<file path="config.mk">
export PLATFORM = sky130hd
export DESIGN_NAME = swlight_blkdma
export DESIGN_NICKNAME = d
export VERILOG_FILES = /design/src/rtl/swlight_blkdma.sv
export SDC_FILE = /design/constraint.sdc
export NUM_CORES = 1
export LEC_CHECK = 0
export CORE_MARGIN = 1.5
export CORE_UTILIZATION = 49
export CTS_BUF_LIST = sky130_fd_sc_hd__clkbuf_8
export DETAILED_ROUTE_END_ITERATION = 16
export PLACE_DENSITY = 0.75
export RECOVER_POWER = 100
export SYNTH_ARGS = -nofsm -noshare
export SYNTH_HDL_FRONTEND = slang
export SYNTH_SLANG_ARGS = --single-unit
export TNS_END_PERCENT = 100
</file>
<file path="constraint.sdc">
create_clock -name CLOCK -period 7.37 [get_ports CLOCK]
set_clock_uncertainty 0.1 [all_clocks]
set_input_delay 1.474 -clock CLOCK [delete_from_list [all_inputs] [get_ports CLOCK]]
set_output_delay 1.474 -clock CLOCK [all_outputs]
set_load 0.02 [all_outputs]
</file>
<file path="src/rtl/swlight_blkdma.sv">
// Switch/light register plus block DMA engine for the Zynq-side Unibus interface.
// The ARM loads a word buffer, then one request moves 1..DEPTH words in a single bus tenure.
module swlight_blkdma #(
    parameter logic [17:0] SLADDR   = 18'o777570,
    parameter int unsigned DEPTH    = 16,
    parameter int unsigned DESKEW   = 15,
    parameter int unsigned TIMEOUT  = 1023,
    parameter int unsigned GRANTDLY = 4
) (
    input  logic        CLOCK,
    input  logic        RESET,
    input  logic        armwrite,
    input  logic [2:0]  armraddr,
    input  logic [2:0]  armwaddr,
    input  logic [31:0] armwdata,
    output logic [31:0] armrdata,
    input  logic [17:0] a_in_h,
    input  logic [1:0]  c_in_h,
    input  logic [15:0] d_in_h,
    input  logic        hltgr_in_l,
    input  logic        init_in_h,
    input  logic        msyn_in_h,
    input  logic        npg_in_l,
    input  logic        ssyn_in_h,
    output logic [17:0] a_out_h,
    output logic [1:0]  c_out_h,
    output logic [15:0] d_out_h,
    output logic        bbsy_out_h,
    output logic        msyn_out_h,
    output logic        npr_out_h,
    output logic        sack_out_h,
    output logic        ssyn_out_h,
    output logic        hltrq_out_h,
    output logic        init_out_h,
    output logic        ac_lo_out_h,
    output logic        dc_lo_out_h,
    output logic        npg_out_l
);
    localparam int unsigned IW = $clog2(DEPTH);

    typedef enum logic [2:0] {
        DmaIdle     = 3'd0,
        DmaArb      = 3'd1,
        DmaAddr     = 3'd2,
        DmaDeskew   = 3'd3,
        DmaWait     = 3'd4,
        DmaLatch    = 3'd5,
        DmaRelease  = 3'd6,
        DmaSsynWait = 3'd7
    } dma_state_t;

    dma_state_t     dmastate;
    logic           enable, haltreq, stepreq, businit, aclow, dclow, dmafail;
    logic [15:0]    switches, lights, count, done, tmr;
    logic [1:0]     dmactrl;
    logic [17:0]    curaddr;
    logic [IW-1:0]  bufidx;
    logic [15:0]    bufmem [DEPTH];
    logic [15:0]    wcount;
    logic           slave_hit, slave_rel, granted, busy;
    logic           unused_wdata;

    assign busy      = (dmastate != DmaIdle);
    assign slave_hit = enable && (a_in_h[17:1] == SLADDR[17:1]) && msyn_in_h && !ssyn_out_h;
    assign slave_rel = ssyn_out_h && !msyn_in_h;
    assign granted   = !hltgr_in_l || (npr_out_h && !npg_in_l);
    assign wcount    = (armwdata[31:16] > 16'(DEPTH)) ? 16'(DEPTH) : armwdata[31:16];
    assign unused_wdata = ^{armwdata[29], armwdata[24:18]};

    assign hltrq_out_h = haltreq;
    assign init_out_h  = businit;
    assign ac_lo_out_h = aclow;
    assign dc_lo_out_h = dclow;
    // Our own NPR must never let a grant pass downstream.
    assign npg_out_l   = npg_in_l | npr_out_h;

    always_comb begin
        armrdata = 32'hDEADBEEF;
        case (armraddr)
            3'd0: armrdata = 32'h534C3003;
            3'd1: armrdata = {lights, switches};
            3'd2: armrdata = {enable, haltreq, ~hltgr_in_l, stepreq, businit, aclow, dclow, 25'b0};
            3'd3: armrdata = {dmastate, dmafail, dmactrl, done[7:0], curaddr};
            3'd4: armrdata = {16'b0, bufmem[bufidx]};
            3'd5: armrdata = {count, 16'(bufidx)};
            default: armrdata = 32'hDEADBEEF;
        endcase
    end

    always_ff @(posedge CLOCK) begin
        if (RESET) begin
            enable <= 1'b0; haltreq <= 1'b0; stepreq <= 1'b0; businit <= 1'b0;
            aclow <= 1'b0; dclow <= 1'b0; dmafail <= 1'b0; dmastate <= DmaIdle;
            switches <= '0; lights <= '0; count <= '0; done <= '0; tmr <= '0;
            dmactrl <= '0; curaddr <= '0; bufidx <= '0;
            a_out_h <= '0; c_out_h <= '0; d_out_h <= '0;
            bbsy_out_h <= 1'b0; msyn_out_h <= 1'b0; npr_out_h <= 1'b0;
            sack_out_h <= 1'b0; ssyn_out_h <= 1'b0;
        end else begin
            if (armwrite) begin
                case (armwaddr)
                    3'd1: switches <= armwdata[15:0];
                    3'd2: begin
                        enable  <= armwdata[31];
                        haltreq <= armwdata[30];
                        stepreq <= armwdata[28];
                        businit <= armwdata[27];
                        aclow   <= armwdata[26];
                        dclow   <= armwdata[25];
                    end
                    3'd3: if (!busy) begin
                        curaddr <= armwdata[17:0];
                        dmactrl <= armwdata[27:26];
                        if (armwdata[28] && count != 16'd0) begin
                            dmastate <= DmaArb;
                            done     <= '0;
                            dmafail  <= 1'b0;
                            tmr      <= '0;
                        end
                    end
                    3'd4: if (!busy) begin
                        bufmem[bufidx] <= armwdata[15:0];
                        bufidx         <= bufidx + IW'(1);
                    end
                    3'd5: if (!busy) begin
                        count  <= wcount;
                        bufidx <= armwdata[IW-1:0];
                    end
                    default: ;
                endcase
            end else if (slave_hit) begin
                ssyn_out_h <= 1'b1;
                if (!c_in_h[1])     d_out_h        <= switches;
                else if (!c_in_h[0]) lights        <= d_in_h;
                else if (a_in_h[0]) lights[15:8]   <= d_in_h[15:8];
                else                lights[7:0]    <= d_in_h[7:0];
            end else if (slave_rel) begin
                ssyn_out_h <= 1'b0;
                d_out_h    <= '0;
            end else begin
                unique case (dmastate)
                    DmaIdle: ;
                    DmaArb: begin
                        if (granted) begin
                            if (tmr == 16'(GRANTDLY - 1)) begin
                                bbsy_out_h <= 1'b1;
                                sack_out_h <= 1'b1;
                                npr_out_h  <= 1'b0;
                                tmr        <= '0;
                                dmastate   <= DmaAddr;
                            end else begin
                                tmr <= tmr + 16'd1;
                            end
                        end else begin
                            tmr       <= '0;
                            npr_out_h <= npg_in_l;
                        end
                    end
                    DmaAddr: begin
                        a_out_h  <= curaddr;
                        c_out_h  <= dmactrl;
                        d_out_h  <= dmactrl[1] ? bufmem[done[IW-1:0]] : 16'h0;
                        tmr      <= '0;
                        dmastate <= DmaDeskew;
                    end
                    DmaDeskew: begin
                        if (tmr == 16'(DESKEW)) begin
                            msyn_out_h <= 1'b1;
                            tmr        <= '0;
                            dmastate   <= DmaWait;
                        end else begin
                            tmr <= tmr + 16'd1;
                        end
                    end
                    DmaWait: begin
                        if (ssyn_in_h) begin
                            tmr      <= '0;
                            dmastate <= DmaLatch;
                        end else if (tmr == 16'(TIMEOUT - 1)) begin
                            dmafail    <= 1'b1;
                            msyn_out_h <= 1'b0;
                            tmr        <= '0;
                            dmastate   <= DmaRelease;
                        end else begin
                            tmr <= tmr + 16'd1;
                        end
                    end
                    DmaLatch: begin
                        if (tmr == 16'(DESKEW)) begin
                            if (!dmactrl[1]) bufmem[done[IW-1:0]] <= d_in_h;
                            msyn_out_h <= 1'b0;
                            done       <= done + 16'd1;
                            curaddr    <= curaddr + 18'd2;
                            tmr        <= '0;
                            dmastate   <= ((done + 16'd1) < count) ? DmaSsynWait : DmaRelease;
                        end else begin
                            tmr <= tmr + 16'd1;
                        end
                    end
                    DmaSsynWait: if (!ssyn_in_h) dmastate <= DmaAddr;
                    DmaRelease: begin
                        if (tmr == 16'(DESKEW)) begin
                            a_out_h    <= '0;
                            c_out_h    <= '0;
                            d_out_h    <= '0;
                            bbsy_out_h <= 1'b0;
                            sack_out_h <= 1'b0;
                            tmr        <= '0;
                            dmastate   <= DmaIdle;
                        end else begin
                            tmr <= tmr + 16'd1;
                        end
                    end
                endcase
            end

            // Bus INIT overrides whatever the cycle did to the drivers.
            if (init_in_h) begin
                a_out_h <= '0; c_out_h <= '0; d_out_h <= '0;
                bbsy_out_h <= 1'b0; msyn_out_h <= 1'b0; npr_out_h <= 1'b0;
                sack_out_h <= 1'b0; ssyn_out_h <= 1'b0;
                tmr <= '0;
                if (busy) begin
                    dmafail  <= 1'b1;
                    dmastate <= DmaIdle;
                end
            end
        end
    end
endmodule

</file>
Word level (Yosys, flattened, before mapping)

Memories as Yosys holds them, arrays and structs flattened. A register that Yosys moved wholly into a read port is not among the register bits.
Index checks and enable logic that the tools add are counted.

Register bits: 154
Bits in writable memories: 256
Input bits: 82
Output and inout bits: 78
Logic and storage cells: 222
Memories: 1

Add/subtract/negate cells: 4
Order comparisons: 2
Equality and inequality tests: 40
Mux-type cells: 103
Bitwise operators: 6
Reductions and logical operators: 42

Memory list:

| memory | words | bits a word | read ports | clocked after memory_dff | write ports | line | source |
|---|---|---|---|---|---|---|---|
| bufmem | 16    | 16          | 2          | 2                        | 1           | 58   | `logic [15:0] bufmem [DEPTH];` |

Operator list:

| kind                                                                             | count |
|---|---|
| 16-bit 2-to-1 mux                                                                | 24 |
| 32-bit case mux with 6 select lines                                              | 1 |
| 18-bit 2-to-1 mux                                                                | 8 |
| 16-bit case mux with 4 select lines                                              | 1 |
| 3-bit 2-to-1 mux                                                                 | 16 |
| 1-bit 2-to-1 mux                                                                 | 36 |
| 18-bit case mux with 2 select lines                                              | 1 |
| 16-bit by 1-bit adder with 16-bit output, second input constant                  | 2 |
| 16-bit case mux with 2 select lines                                              | 1 |
| 2-bit != test, second input constant                                             | 15 |
| 4-bit 2-to-1 mux                                                                 | 7 |
| 3-bit == test, second input constant                                             | 8 |
| 3-bit case mux with 7 select lines                                               | 1 |
| 18-bit by 2-bit adder with 18-bit output, second input constant                  | 1 |
| 3-bit by 2-bit == test with 1-bit output, second input constant                  | 6 |
| 17-bit == test, second input constant                                            | 1 |
| 16-bit by 10-bit == test with 1-bit output, second input constant                | 1 |
| 16-bit by 2-bit == test with 1-bit output, second input constant                 | 1 |
| 16-bit by 4-bit == test with 1-bit output, second input constant                 | 1 |
| 16-bit by 5-bit greater-than comparator with 1-bit output, second input constant | 1 |
| 16-bit < comparator                                                              | 1 |
| 8-bit 2-to-1 mux                                                                 | 2 |
| 4-bit AND reduction                                                              | 4 |
| 16-bit nonzero test                                                              | 1 |
| other kinds (28)                                                                 | 56 |

Depth between registers and ports, before layout

Depth in word-level cells: 10
Depth in mapped cells: 13

Worst setup path after synthesis

Ideal clock, no wire load.

Kind: input to output
From: input port armraddr[1]
To: output port armrdata[22]
Arrival: 2.778 ns
Required time: 5.796 ns
Path slack: 3.018 ns
Stages: 5
Path buffers: 1
Cells stage by stage: clkbuf_1 -> clkinv_1 -> nor2_1 -> a22oi_1 -> o21ai_0

Longest elaborated chain between the ends: 2
Elaborated cells on any way between the ends: 7

Ends and longest elaborated chain:

| item                                  | line | source |
|---|---|---|
| start, declared                       | 13   | `input logic [2:0] armraddr,` |
| 3-bit == test (tied with other cells) | 79   | `case (armraddr)` |
| 32-bit case mux with 6 select lines * | 79   |  |
| end, declared                         | 16   | `output logic [31:0] armrdata,` |

Every way passes the cells marked *; elsewhere a longest branch is shown, timed or not.

Final worst setup path

From: input port RESET
To: memory bufmem[14][3], enable pin

Longest elaborated chain between the ends: 4
Elaborated cells on any way between the ends: 7

Ends and longest elaborated chain:

| item                                                                         | line | source |
|---|---|---|
| start, declared                                                              | 11   | `input logic RESET,` |
| 1-bit 2-to-1 mux                                                             | 91   | `if (RESET) begin` |
| 1-bit 2-to-1 mux (not written as such)                                       | 190  | `if (!dmactrl[1]) bufmem[done[IW-1:0]] <= d_in_h;` |
| 16-bit OR reduction (no source line)                                         | --   |  |
| 4-bit 2-to-1 mux (no source line) / 1-bit 2-to-1 mux (equally long branches) | --   |  |
| end, declared                                                                | 58   |  |

Several ways; a longest one is shown, not always the timed one.

==> key figures <==
Clock tree
  – CTS max path bufs: 3
  – Hold-fix buffers at CTS: 0
  – Post-CTS resize count: 0
  – Root Driver: clkbuf_8
  – Number of CTS-inserted buffers: 70
  – Post-CTS Setup Bufs: 0
  – Clk Latency, worst-skew pair: 0.64 ns
  – Clock transition at path regs: 0.06 ns
  – CTS Sinks: 418
  – H-tree depth: 3
  – TritonCTS clock tree: done

Yosys
  – Synth area leaders: edfxtp_1 37%, mux4_2 18%, dfxtp_1 16%
  – Number of synthesis warnings: 0
  – Count leader, synth: edfxtp_1
  – Synthesized instance count: 1593
  – Post-synth EDFFs: 256
  – Syn nets: ~1700
  – Post-synthesis simple-gate area fraction: 11.0%
  – Post-synth top area share: roughly 37%
  – Synth Area in Adders: 1.22%
  – Async S/R FF share, synth: 0%
  – Synth Area in Compound Gates: 10.0%
  – Post-Syn Area: ~21000 um^2
  – Commonest cells post-synth: 256 x edfxtp_1, 162 x dfxtp_1, 160 x mux4_2
  – Xor/xnor share of the synthesized area: 1.11%
  – Post-synthesis mux area share: 20.4%
  – Yosys cell types: 79
  – Primary FF master, synth: edfxtp_1
  – Cell taking the most area after synthesis: edfxtp_1
  – #FFs+latches synth: between 400 and 500
  – Seq/Total Area, Yosys: 53.3%
  – Syn avg cell area: 12.9 um^2
  – Largest family of logic cells by synthesized area: multiplexers

Cells and area
  – Nets: between 1500 and 2000
  – Share of layout cells above drive strength 1: between 10% and 20%
  – N_diodes: 0
  – P&R area growth vs syn: 15.6%
  – Fillers: 3261
  – Post-route cell area: 23700 um^2

Drt
  – Total routed wirelength: 61300 um
  – Detailed Route Iter0 Violations: 1692
  – Total number of vias: ~15000
  – DRC errors left: 0
  – DR vias/cell: 6.47
  – WL per Instance: 26.3 um
  – First-pass detailed-route iteration total: 7
  – Post-route ant nets: 0

Worst setup path
  – Critical path type: input pin to flop
  – Setup crit end kind: flop
  – Most frequent CP cell: clkbuf_1
  – Crit-path cells: clkbuf_1, inv_1, nand3_1, nor3_1, clkbuf_1, mux2_1, nor2_1, clkbuf_1
  – Crit start category: input pin
  – CP Max Fanout: 54
  – Worst setup path end: bufmem[14][3]
  – Critical Path RT: between 7 and 8 ns
  – Worst R2R End: bufmem[2][2]
  – CP max stage cell: clkbuf_1
  – Crit path largest cell delay: approximately 1.8 ns
  – Crit path DAT: 6.39 ns
  – Crit Reg-Reg Startpoint: tmr[1]
  – Worst setup path startpoint: RESET
  – R2R depth: 9
  – R2R setup slack: roughly 2.2 ns

Pwr
  – Maximum VDD drop: 0.0937 mV
  – Static leakage power: 7.94 nW
  – PD cells: between 200 and 250 nW/um^2

Timing
  – Worst slew margin: -76.4%
  – Period minus WS final: roughly 6.3 ns
  – Hold_ws: approximately 0.35 ns
  – Setup TNS: 0 ns
  – RSZ-0062 raised after global routing: no
  – Fin crit share: 85.2%
  – Slew @ Worst Pin: ~2.6 ns
  – Fmax: roughly 160 MHz
  – Final hold vios: 0
  – Setup Viol. Count Final: 0
  – Final-report max-slew violation count: 189

Global route
  – Initial antenna violation count: 0
  – Global-route wire length before repair: 93200 um
  – Largest net degree at the start of global routing: 65
  – Vias in the first global route: 15200
  – Total GRT Usage: 28.7%
  – GRT overflow: 0

Run
  – Max Cap Viol: 7

Placed design
  – Routability cong.: 0.971
  – Port buffer count: 159
  – Post-DP HPWL: 41800 um
  – Placed Area: ~23000 um^2

Outcome
  – Failing checks: max-capacitance violations, max-slew violations
  – Status: finished, violations left

Floorplan
  – Die height: 208 um
  – Total core area: 41100 um^2
  – Die Wd: 208 um
  – Die Area: ~43000 um^2
  – # IOs: 160
  – Initial Util: 49.9%
  – Row cnt: 74

Hold path
  – HP Class: flop to flop
  – HP Start: a_out_h[1]
critical path: cells and delay by family:
family        cells  cell delay [ns]
buf+inv           4             3.84
mux               1             0.60
simple gates      3             0.43
layer usage:
metal  vias up  track usage (%)  part of all wire, %
met5         -                0                    0
met4         0             15.8                  5.1
met3       177             6.16                  9.1
met2       879             46.5                   47
met1      7498             36.0                   38
li1       6526                -                    -
per-stage QoR:
stage	utilization (%)	total power, mW	setup WS [ns]	cells
after floorplan	-	2.70	3.02	1593
after global placement	54.9	2.83	1.52	2204
after detailed placement	54.9	2.84	1.42	2204
after CTS	58.1	4.81	1.39	2330
after global routing	57.7	4.92	0.791	2330
final	57.7	4.78	1.09	2330
power breakdown:
| group | leakage [nW] | internal, mW | switching, mW |
|---|---|---|---|
| logic | 3.56 | 0.119 | 0.162 |
| registers | 3.61 | 2.49 | 0.0218 |
| clock network | 0.769 | 1.03 | 0.963 |
| total | 7.94 | 3.63 | 1.15 |
kinds of logic after synthesis:
group                      Yosys count
and+or+nand+nor                    459
DFF                                418
AOI/OAI and AO/OA                  305
muxes                              216
buffers and inverters              149
xor gates and xnor gates            26
adders and majority gates           20
cells in the final DEF, fill, tap and decap left out, types with 10 or more instances in the layout:
cell	n
dfxtp_1	158
nand3_1	34
o211ai_1	11
dlygate4sd3_1	79
clkinv_2	11
nand4_1	20
clkbuf_1	25
a21oi_1	88
nand3b_1	20
nor2_1	132
o22ai_1	11
mux4_2	160
clkinv_1	12
mux2i_1	39
clkdlybuf4s50_1	78
mux2_1	17
and3_1	13
xor2_1	18
ha_1	20
a22o_1	16
a221oi_2	10
clkbuf_8	79
a31oi_1	22
inv_1	49
o21ai_0	68
edfxtp_1	256
nor3_1	27
buf_4	15
nor4_1	11
nand2_1	146
a22oi_1	19
area by class of cell:
type	count	area (um^2)	share of cell area [%]
clock inverter	47	246	1.04
timing repair buffer	197	1780	7.50
tap	532	666	2.81
multi-input combinational	1026	8880	37.5
clock buffer	79	1090	4.58
sequential	418	10900	46.1
inverter	31	116	0.491
how the worst min path moves through the flow:
| stage | endpoint | slack, ns | depth (start not counted) |
|---|---|---|---|
| 3_3_place_gp | a_out_h[17] | 0.34 | 2 |
| 6_report | a_out_h[1] | 0.35 | 2 |
| 4_1_cts | a_out_h[0] | 0.35 | 2 |
| 5_1_grt | a_out_h[2] | 0.37 | 2 |
| 3_5_place_dp | a_out_h[0] | 0.34 | 2 |
| 2_1_floorplan | switches[8] | 0.35 | 2 |
flip-flops by register name, summed over array words and instances (netlist names), 2 cells and up, named ones only:
name / cells
bufmem: 256
dmactrl: 2
d_out_h: 16
lights: 16
count: 16
dmastate: 3
curaddr: 18
tmr: 16
bufidx: 4
c_out_h: 2
done: 16
a_out_h: 18
switches: 16
No activity file was read; power rests on OpenSTA's default activity.
